`config.mk`:
```
export PLATFORM = sky130hd
export DESIGN_NAME = i2c_multi_read_seq
export DESIGN_NICKNAME = d
export VERILOG_FILES = /design/src/rtl/i2c_seq_pkg.sv /design/src/rtl/i2c_seq_pick.sv /design/src/rtl/i2c_multi_read_seq.sv
export SDC_FILE = /design/constraint.sdc
export NUM_CORES = 1
export LEC_CHECK = 0
export ABC_AREA = 1
export BUFFER_PORTS_ARGS = -buffer_cell sky130_fd_sc_hd__buf_4
export CELL_PAD_IN_SITES_DETAIL_PLACEMENT = 1
export CELL_PAD_IN_SITES_GLOBAL_PLACEMENT = 1
export CORE_ASPECT_RATIO = 0.9
export CORE_UTILIZATION = 41
export DETAILED_ROUTE_END_ITERATION = 10
export GPL_ROUTABILITY_DRIVEN = 0
export PLACE_DENSITY_LB_ADDON = 0.1
export SKIP_LAST_GASP = 1
export SYNTH_ARGS = -nofsm -noshare
export SYNTH_HDL_FRONTEND = slang
export SYNTH_SLANG_ARGS = --single-unit
export TNS_END_PERCENT = 10
```
`constraint.sdc`:
```
create_clock -name clk -period 2.5 [get_ports clk]
set_input_delay 0.125 -clock clk [delete_from_list [all_inputs] [get_ports clk]]
set_output_delay 0.125 -clock clk [all_outputs]
set_load 0.005 [all_outputs]
```
`src/rtl/i2c_seq_pkg.sv`:
```
// Shared constants for the multi-channel I2C read sequencer: the state encoding,
// the slave address width and the default WAIT timeout.
package i2c_seq_pkg;

  localparam int unsigned ADDR_W      = 7;
  localparam int unsigned DEF_TIMEOUT = 50000;

  localparam logic [1:0] ST_IDLE  = 2'd0;
  localparam logic [1:0] ST_SCAN  = 2'd1;
  localparam logic [1:0] ST_ISSUE = 2'd2;
  localparam logic [1:0] ST_WAIT  = 2'd3;

endpackage

```
`src/rtl/i2c_seq_pick.sv`:
```
// Combinational lowest-set-bit picker: returns the index and the one-hot mask
// of the lowest pending channel.
module i2c_seq_pick #(
  parameter int unsigned NUM_CH = 4,
  parameter int unsigned CH_W   = 2
) (
  input  logic [NUM_CH-1:0] mask_i,
  output logic [CH_W-1:0]   idx_o,
  output logic [NUM_CH-1:0] onehot_o
);

  logic found;

  always_comb begin
    found    = 1'b0;
    idx_o    = '0;
    onehot_o = '0;
    for (int unsigned i = 0; i < NUM_CH; i++) begin
      if (mask_i[i] && !found) begin
        found       = 1'b1;
        idx_o       = CH_W'(i);
        onehot_o[i] = 1'b1;
      end
    end
  end

endmodule

```
`src/rtl/i2c_multi_read_seq.sv`:
```
// Sweeps the enabled channels lowest-first, issuing one read request per channel
// to the I2C system controller and reporting each result with a NACK/timeout flag.
module i2c_multi_read_seq
  import i2c_seq_pkg::*;
#(
  parameter int unsigned NUM_CH  = 4,
  parameter int unsigned DATA_W  = 8,
  parameter int unsigned TIMEOUT = DEF_TIMEOUT,
  parameter int unsigned CH_W    = (NUM_CH > 1) ? $clog2(NUM_CH) : 1
) (
  input  logic                     clk,
  input  logic                     rst,
  input  logic                     start,
  input  logic [NUM_CH-1:0]        ch_en,
  input  logic [NUM_CH*ADDR_W-1:0] addr_tbl,
  output logic                     sys_start,
  output logic [ADDR_W-1:0]        sys_addr,
  input  logic                     sys_done,
  input  logic                     sys_nack,
  input  logic [DATA_W-1:0]        sys_rd_data,
  output logic [NUM_CH-1:0]        bus_sel,
  output logic [DATA_W-1:0]        rd_data,
  output logic [CH_W-1:0]          rd_ch,
  output logic                     valid,
  output logic                     err,
  output logic                     done,
  output logic                     busy
);

  localparam int unsigned CNT_W = $clog2(TIMEOUT);

  logic [1:0]                       state_q, state_d;
  logic [NUM_CH-1:0]                pend_q, pend_d;
  logic [NUM_CH-1:0][ADDR_W-1:0]    addr_q, addr_d;
  logic [CH_W-1:0]                  cur_q, cur_d;
  logic [NUM_CH-1:0]                sel_q, sel_d;
  logic [ADDR_W-1:0]                saddr_q, saddr_d;
  logic [CNT_W-1:0]                 cnt_q, cnt_d;
  logic [DATA_W-1:0]                rdata_q, rdata_d;
  logic [CH_W-1:0]                  rch_q, rch_d;
  logic                             valid_q, valid_d;
  logic                             err_q, err_d;
  logic                             done_q, done_d;
  logic                             finish;
  logic [CH_W-1:0]                  pick_idx;
  logic [NUM_CH-1:0]                pick_oh;

  i2c_seq_pick #(
    .NUM_CH (NUM_CH),
    .CH_W   (CH_W)
  ) u_pick (
    .mask_i   (pend_q),
    .idx_o    (pick_idx),
    .onehot_o (pick_oh)
  );

  always_comb begin
    state_d = state_q;
    pend_d  = pend_q;
    addr_d  = addr_q;
    cur_d   = cur_q;
    sel_d   = sel_q;
    saddr_d = saddr_q;
    cnt_d   = cnt_q;
    rdata_d = rdata_q;
    rch_d   = rch_q;
    valid_d = 1'b0;
    err_d   = 1'b0;
    done_d  = 1'b0;
    finish  = 1'b0;
    case (state_q)
      ST_IDLE: begin
        if (start) begin
          if (|ch_en) begin
            pend_d  = ch_en;
            addr_d  = addr_tbl;
            state_d = ST_SCAN;
          end else begin
            done_d = 1'b1;
          end
        end
      end
      ST_SCAN: begin
        cur_d   = pick_idx;
        pend_d  = pend_q & ~pick_oh;
        saddr_d = addr_q[pick_idx];
        sel_d   = pick_oh;
        state_d = ST_ISSUE;
      end
      ST_ISSUE: begin
        cnt_d   = '0;
        state_d = ST_WAIT;
      end
      default: begin
        // A completion on the very cycle the timeout expires still counts as a real response.
        if (sys_done) begin
          finish  = 1'b1;
          err_d   = sys_nack;
          rdata_d = sys_nack ? '0 : sys_rd_data;
        end else if (cnt_q == CNT_W'(TIMEOUT - 2)) begin
          finish  = 1'b1;
          err_d   = 1'b1;
          rdata_d = '0;
        end else begin
          cnt_d = cnt_q + 1'b1;
        end
        if (finish) begin
          valid_d = 1'b1;
          rch_d   = cur_q;
          if (|pend_q) begin
            state_d = ST_SCAN;
          end else begin
            state_d = ST_IDLE;
            done_d  = 1'b1;
            sel_d   = '0;
          end
        end
      end
    endcase
  end

  always_ff @(posedge clk or posedge rst) begin
    if (rst) begin
      state_q <= ST_IDLE;
      pend_q  <= '0;
      addr_q  <= '0;
      cur_q   <= '0;
      sel_q   <= '0;
      saddr_q <= '0;
      cnt_q   <= '0;
      rdata_q <= '0;
      rch_q   <= '0;
      valid_q <= 1'b0;
      err_q   <= 1'b0;
      done_q  <= 1'b0;
    end else begin
      state_q <= state_d;
      pend_q  <= pend_d;
      addr_q  <= addr_d;
      cur_q   <= cur_d;
      sel_q   <= sel_d;
      saddr_q <= saddr_d;
      cnt_q   <= cnt_d;
      rdata_q <= rdata_d;
      rch_q   <= rch_d;
      valid_q <= valid_d;
      err_q   <= err_d;
      done_q  <= done_d;
    end
  end

  assign sys_start = (state_q == ST_ISSUE);
  assign busy      = (state_q != ST_IDLE);
  assign sys_addr  = saddr_q;
  assign bus_sel   = sel_q;
  assign rd_data   = rdata_q;
  assign rd_ch     = rch_q;
  assign valid     = valid_q;
  assign err       = err_q;
  assign done      = done_q;

endmodule

```
==> results.toml, run 1 <==
[yosys]
synth-edff-count = 0
synthesis.area_um2 = 3840
syn_nets = 501
netlist-cell-type-count = 30
synthDominantAreaCellType = "sky130_fd_sc_hd__dfrtp_1"
synth.yosys.warnings = 0
syn_inst = 450
ys_dominant_reg_cell = "sky130_fd_sc_hd__dfrtp_1"
yosysSeqAreaShare = 0.495
most_frequent_cell_after_synthesis = "sky130_fd_sc_hd__nand2_1"
synth_commonest_cells = "sky130_fd_sc_hd__nand2_1, sky130_fd_sc_hd__dfrtp_1, sky130_fd_sc_hd__nor2_1, sky130_fd_sc_hd__inv_1, sky130_fd_sc_hd__nand3_1"
ys_async_sr_fraction = 1.00
ys_seq_elements = 76
synth_top_area_share = 0.495
post_synthesis_average_cell_area_um2 = 8.53
synth_area_leaders = "sky130_fd_sc_hd__dfrtp_1, sky130_fd_sc_hd__nand2_1, sky130_fd_sc_hd__mux2_2"

[placement]
place_inst = 637
placement.setup.worst_slack_ns = 0.606
detailed_place.area_um2 = 4490
port_buffers = 70
detailed_place_hpwl_um = 7100

[cts]
htreeDepth = 3
cts.repair_timing.setup_buffer_count = 0
insertion_delay_ns = 0.36
cts_sinks = 76
cts_buffers = 9
clockRootBuffer = "sky130_fd_sc_hd__clkbuf_8"
cts.repair.resized = 0
ctsHoldBuffers = 19
clock_tree_from_tritoncts = "built"
ctsLongestPathBuffers = 2
clkTransAtPathRegs_ns = 0.09

[critical_path]
timing.critical_path.slowest_stage_cell = "sky130_fd_sc_hd__dfrtp_1"
timing.critical_path.max_delay_family = "simple AND/OR/NAND/NOR gates"
launching_element_type_of_the_critical_path = "flop"
max_stage_delay_ns = 0.43
arrival_ns = 2.13
cp-end-kind = "flop"
critical_path.cell_chain = "inv_1, ha_1, inv_2, nand3_1, nand3_2, o21ai_0"
critical_path.n_buffers_inverters = 2
r2r_slack_ns = 0.63
timing_worst_setup_path_type = "reg -> reg"
timing.critical_path.required_ns = 2.76
worst-path-max-fanout = 23

[floorplanning]
start_util = 0.423
fp.dieW_um = 104
floorplan.die.height_um = 93.8
std_cell_rows = 33
core_area_um2 = 9080
die_area_um2 = 9760
top_level_pins = 71

[global_route]
first_global_vias = 3472
globalRoute.totalOverflow = 0
grt_start_max_net_pins = 38
grt_first_pass_wirelength_um = 17100
antenna_violations_before_repair = 0
grt_use_total = 0.225

[sta]
timing_hold_violations_final = 0
max_slew_margin = 0.608
fin_crit_sh = 0.747
final.setup.tns_ns = 0
fmaxAchievable_ghz = 0.536
hold_slack_ns = 0.00924
fin_skew_ns = 0.0108
timing_worst_slew_pin_value_ns = 0.585
report.final.slew_viol_count = 0
setup_viol = 0
grt_setup_unrepaired = "false"
period_minus_slack_ns = 1.87
setup_ws_ns = 0.633

[cells_and_area]
n_fill_cell = 1113
final_cell_count_no_fill = 671
postLayoutCellArea_um2 = 4870
nNetsFinal = 596
post-route-util = 0.536
antenna-diode-count = 0
area_growth_from_synthesis_to_layout_pct = 26.8
post_route_cells_drive_above_1_share = 0.255

[routing]
vias_per_cell = 4.89
routed_wirelength_um = 10100
drtAntennaViolNets = 0
average_wire_per_cell_in_the_routed_design_um = 15.0
vias_post_dr = 3281
dr.first_iter.drc_count = 107
detail_route.first_pass.iterations = 4
route.detailed.drc = 0

[worst_hold_path]
type_of_the_worst_min_delay_path = "in -> reg"

[power_and_ir_drop]
p_per_area_nw_per_um2 = 1060
overall_power_after_layout_mw = 5.15
max-vdd-ir-drop_mv = 0.539
p_leak_nw = 2.44

[status]
status = "finished clean"

[flow_run]
cap_violations = 0
registers in the layout, indices dropped and copies added, names as in the netlist:
signal,cells
err,1
state_q,2
done,1
sys_addr,7
addr_q,28
rd_ch,2
valid,1
rd_data,8
pend_q,4
cur_q,2
cnt_q,16
bus_sel,4
power by group:
| group | total (mW) | switching (mW) | leakage, nW | internal, mW |
|---|---|---|---|---|
| Combinational | 2.23 | 1.29 | 1.38 | 0.942 |
| Clock | 0.931 | 0.474 | 0.0955 | 0.457 |
| Sequential | 1.99 | 0.294 | 0.964 | 1.70 |
| Total | 5.15 | 2.05 | 2.44 | 3.09 |
cell usage in the layout (no fill, tap or decap), drive strengths merged, types with 3 or more instances in the layout:
cell type,instances
buf,74
inv,41
nand4,3
nand3b,6
xor2,6
dfrtp,76
dlygate4sd3,19
nand2,147
o21ai,43
nand3,32
nor2,47
clkbuf,9
ha,6
a21oi,9
mux2,20
clkinv,3
worst register-to-register path: stages, from the launching register on:
cell	delay [ns]
sky130_fd_sc_hd__dfrtp_1	0.43
sky130_fd_sc_hd__inv_1	0.10
sky130_fd_sc_hd__ha_1	0.29
sky130_fd_sc_hd__inv_2	0.15
sky130_fd_sc_hd__nand3_1	0.12
sky130_fd_sc_hd__nand3_2	0.37
sky130_fd_sc_hd__o21ai_0	0.32
cell type report:
cell class	count	area, um^2	share of cell area
multi-input combinational	325	1720	0.353
tap	122	153	0.0314
timing repair buffer	93	758	0.156
clock buffer	9	124	0.0254
clock inverter	6	65.1	0.0134
inverter	40	150	0.0308
sequential	76	1900	0.391
path summary, 6_finish.rpt:
check	from	endpoint	cells after the start
max in group asynchronous	rst	rd_ch[1]	4
hold reg to reg	bus_sel[0]	bus_sel[0]	2
setup / recovery	state_q[0]	cnt_q[9]	6
hold / removal	addr_tbl[18]	addr_q[18]	2
min in group asynchronous	rst	rd_data[2]	3
setup reg to reg	state_q[0]	cnt_q[9]	6
layer usage:
| metal | vias to the layer above | global-route usage | share of wire |
|---|---|---|---|
| met5 | - | 0 | 0 |
| met4 | 0 | 0.0821 | 0.015 |
| met3 | 12 | 0.0305 | 0.028 |
| met2 | 60 | 0.361 | 0.46 |
| met1 | 1579 | 0.312 | 0.50 |
| li1 | 1630 | - | - |
logic make-up (layout without fill, tap and decap cells):
kind of cell | count (synthesis) | count (layout) | synth area share
AO/OA/AOI/OAI | 55 | 55 | 0.0857
flip-flops | 76 | 76 | 0.495
XOR/XNOR | 7 | 7 | 0.0160
AND/OR/NAND/NOR | 237 | 237 | 0.267
adder cells (fa/ha/maj) | 6 | 6 | 0.0195
multiplexers | 20 | 20 | 0.0587
buffers and inverters | 49 | 148 | 0.0577
(Power assumes the default switching activity.)
==> run 2, diff against run 1 <==
- clock period: 2.5 -> 1.8 ns (I/O delays scaled with it)
==> run 2 against run 1 <==
Against the previous run:
- first-iteration DRC count fell by 2.8%
- sequential share of layout area fell by 1.6 points
- utilization increased by 2.4 points
- die area stayed put
- global-route usage grew 2.1 points
- clock power grew 30%
- sequential power increased by 39%
- combinational power grew 53%
- critical endpoint is now addr_q[19]
- largest cell class unchanged
- largest power group unchanged
==> results.toml, run 2 (synthesized netlist as in run 1, its figures left out) <==
[status]
status = "finished clean"

[sta]
max_slew_margin = 0.616
timing_hold_violations_final = 0
fmaxAchievable_ghz = 0.598
grt_setup_unrepaired = "true"
fin_skew_ns = 0.00837
report.final.slew_viol_count = 0
fin_crit_sh = 0.929
period_minus_slack_ns = 1.67
setup_viol = 0
setup_ws_ns = 0.127
timing_worst_slew_pin_value_ns = 0.575

[routing]
detailroute.wirelength.met3_um = 353
met1_length_um = 5230
dr.first_iter.drc_count = 104
top_layer_used = "met4"
route.met2.wl_um = 5400
routed_wirelength_um = 11100
vias_per_cell = 5.03
drtAntennaViolNets = 0
vias_post_dr = 3484
detail_route.first_pass.iterations = 4
route.detailed.drc = 0
average_wire_per_cell_in_the_routed_design_um = 16.1

[cells_and_area]
antenna-diode-count = 0
final_cell_count_no_fill = 692
post-route-util = 0.560
n_fill_cell = 1094
nNetsFinal = 617
layout.cells.most_common = "sky130_fd_sc_hd__nand2_1"
area_growth_from_synthesis_to_layout_pct = 32.4
register_ranked_first_by_flip_flop_count = "addr_q"
largest_register_ffs = 28
postLayoutCellArea_um2 = 5080
post_route_cells_drive_above_1_share = 0.260
mostFrequentLayoutCells = "sky130_fd_sc_hd__nand2_1, sky130_fd_sc_hd__buf_4, sky130_fd_sc_hd__dfrtp_1"

[power_and_ir_drop]
p_per_area_nw_per_um2 = 1450
clockPowerShare = 0.163
p_leak_nw = 2.54
swShare = 0.404
power.internal_mw = 4.40
power.combinational.fraction = 0.461
max-vdd-ir-drop_mv = 0.629
power.share.sequential = 0.375
switching_power_mw = 2.98

[critical_path]
arrival_ns = 1.91
critical_path.reg2reg.startpoint = "state_q[0]"
timing.critical_path.required_ns = 2.03
r2r_slack_ns = 0.13
crit_top_cell = "sky130_fd_sc_hd__inv_1"
launching_element_type_of_the_critical_path = "flop"
worst-path-max-fanout = 37
critical_path.cell_chain = "inv_1, ha_1, nand2_1, inv_1, nand2_2, buf_12, mux2_2"
timing_worst_setup_path_type = "reg -> reg"
cp-end-kind = "flop"
max_stage_delay_ns = 0.41
r2r_end = "addr_q[19]"
timing.critical_path.slowest_stage_cell = "sky130_fd_sc_hd__dfrtp_1"
reg2reg_depth = 7

[cts]
htreeDepth = 3
cts.repair_timing.setup_buffer_count = 0
cts_sinks = 76
cts_buffers = 9
clkTransAtPathRegs_ns = 0.08
clock_tree_from_tritoncts = "built"
insertion_delay_ns = 0.35
ctsLongestPathBuffers = 2
clockRootBuffer = "sky130_fd_sc_hd__clkbuf_8"

[flow_run]
cap_violations = 0

[placement]
detailed_place_hpwl_um = 7430
detailed_place.area_um2 = 4570
port_buffers = 70
placement.setup.worst_slack_ns = 0.0311
place_inst = 644

[floorplanning]
top_level_pins = 71
std_cell_rows = 33
core_area_um2 = 9080
start_util = 0.423
die_area_um2 = 9760
floorplan.die.height_um = 93.8
fp.dieW_um = 104

[worst_hold_path]
holdPathStages = 3
worst_hold_startpoint = "addr_tbl[23]"
worst_min_delay_path_endpoint = "addr_q[23]"
type_of_the_worst_min_delay_path = "in -> reg"

[global_route]
first_global_vias = 3571
grt_use_total = 0.246
grt_start_max_net_pins = 77
antenna_violations_before_repair = 0
grt_first_pass_wirelength_um = 18300
globalRoute.totalOverflow = 0
-- run 2: cell count changes in the layout (fill, tap and decap cells not counted), moves of 2 or more --
cell | before | now
sky130_fd_sc_hd__buf_4 | 73 | 78
sky130_fd_sc_hd__clkinvlp_4 | 1 | 3
sky130_fd_sc_hd__clkbuf_8 | 9 | 11
sky130_fd_sc_hd__dlygate4sd3_1 | 19 | 33
sky130_fd_sc_hd__buf_12 | 1 | 3
-- run 2: per-stage QoR --
step / power (mW) / setup TNS (ns) / hold slack (ns)
2_1_floorplan: 4.77 / 0 / 0.207
3_3_place_gp: 5.91 / 0 / 0.242
3_5_place_dp: 6.08 / 0 / 0.248
4_1_cts: 7.40 / 0 / 0.00290
5_1_grt: 7.97 / -0.0171 / 0.0120
6_report: 7.39 / 0 / 0.00857
-- run 2: worst max-delay path: cells and delay by family, from the launching register on --
kind,cells,cell delay (ns)
fa+ha+maj,1,0.25
buf+inv,3,0.34
flops,1,0.41
mux,1,0.36
simple gates,2,0.18
-- run 2: area by class of cell --
cell class	instances	area (um^2)	area share
timing repair buffer	114	976	0.192
multi-input combinational	325	1720	0.339
tap	122	153	0.0300
inverter	40	154	0.0303
sequential	76	1900	0.374
clock inverter	4	25.0	0.00492
clock buffer	11	151	0.0298
-- run 2: metal layers --
layer / up-vias / GRT usage
li1: 1672 / -
met1: 1724 / 0.324
met2: 75 / 0.409
met3: 13 / 0.0458
met4: 0 / 0.0798
met5: - / 0
-- run 2: worst max path at each step --
stage	startpoint	endpoint	slack, ns	cells after the start
6_report	state_q[0]	addr_q[19]	0.13	7
5_1_grt	state_q[0]	state_q[0]	-0.02	9
4_1_cts	state_q[0]	addr_q[19]	0.12	7
3_5_place_dp	cnt_q[0]	rd_data[3]	0.03	9
3_3_place_gp	cnt_q[0]	rd_data[0]	0.15	9
2_1_floorplan	state_q[0]	addr_q[14]	0.20	7
-- run 2: repair_timing --
item | 4_1_cts | 5_1_grt
pin swaps | 0 | 0
hold buffers | 33 | 0
setup endpoints to repair | 3 | 3
resized for setup | 1 | 1
endpoints found under the hold margin | 108 | 0
-- run 2: power groups by stage --
| stage | sequential, mW | combinational (mW) | clock (mW) |
|---|---|---|---|
| after floorplan | 2.70 | 2.07 | 0 |
| after global placement | 2.76 | 3.15 | 0 |
| after detailed placement | 2.80 | 3.28 | 0 |
| after CTS | 2.77 | 3.38 | 1.25 |
| after global routing | 2.86 | 3.79 | 1.32 |
| final | 2.77 | 3.41 | 1.21 |
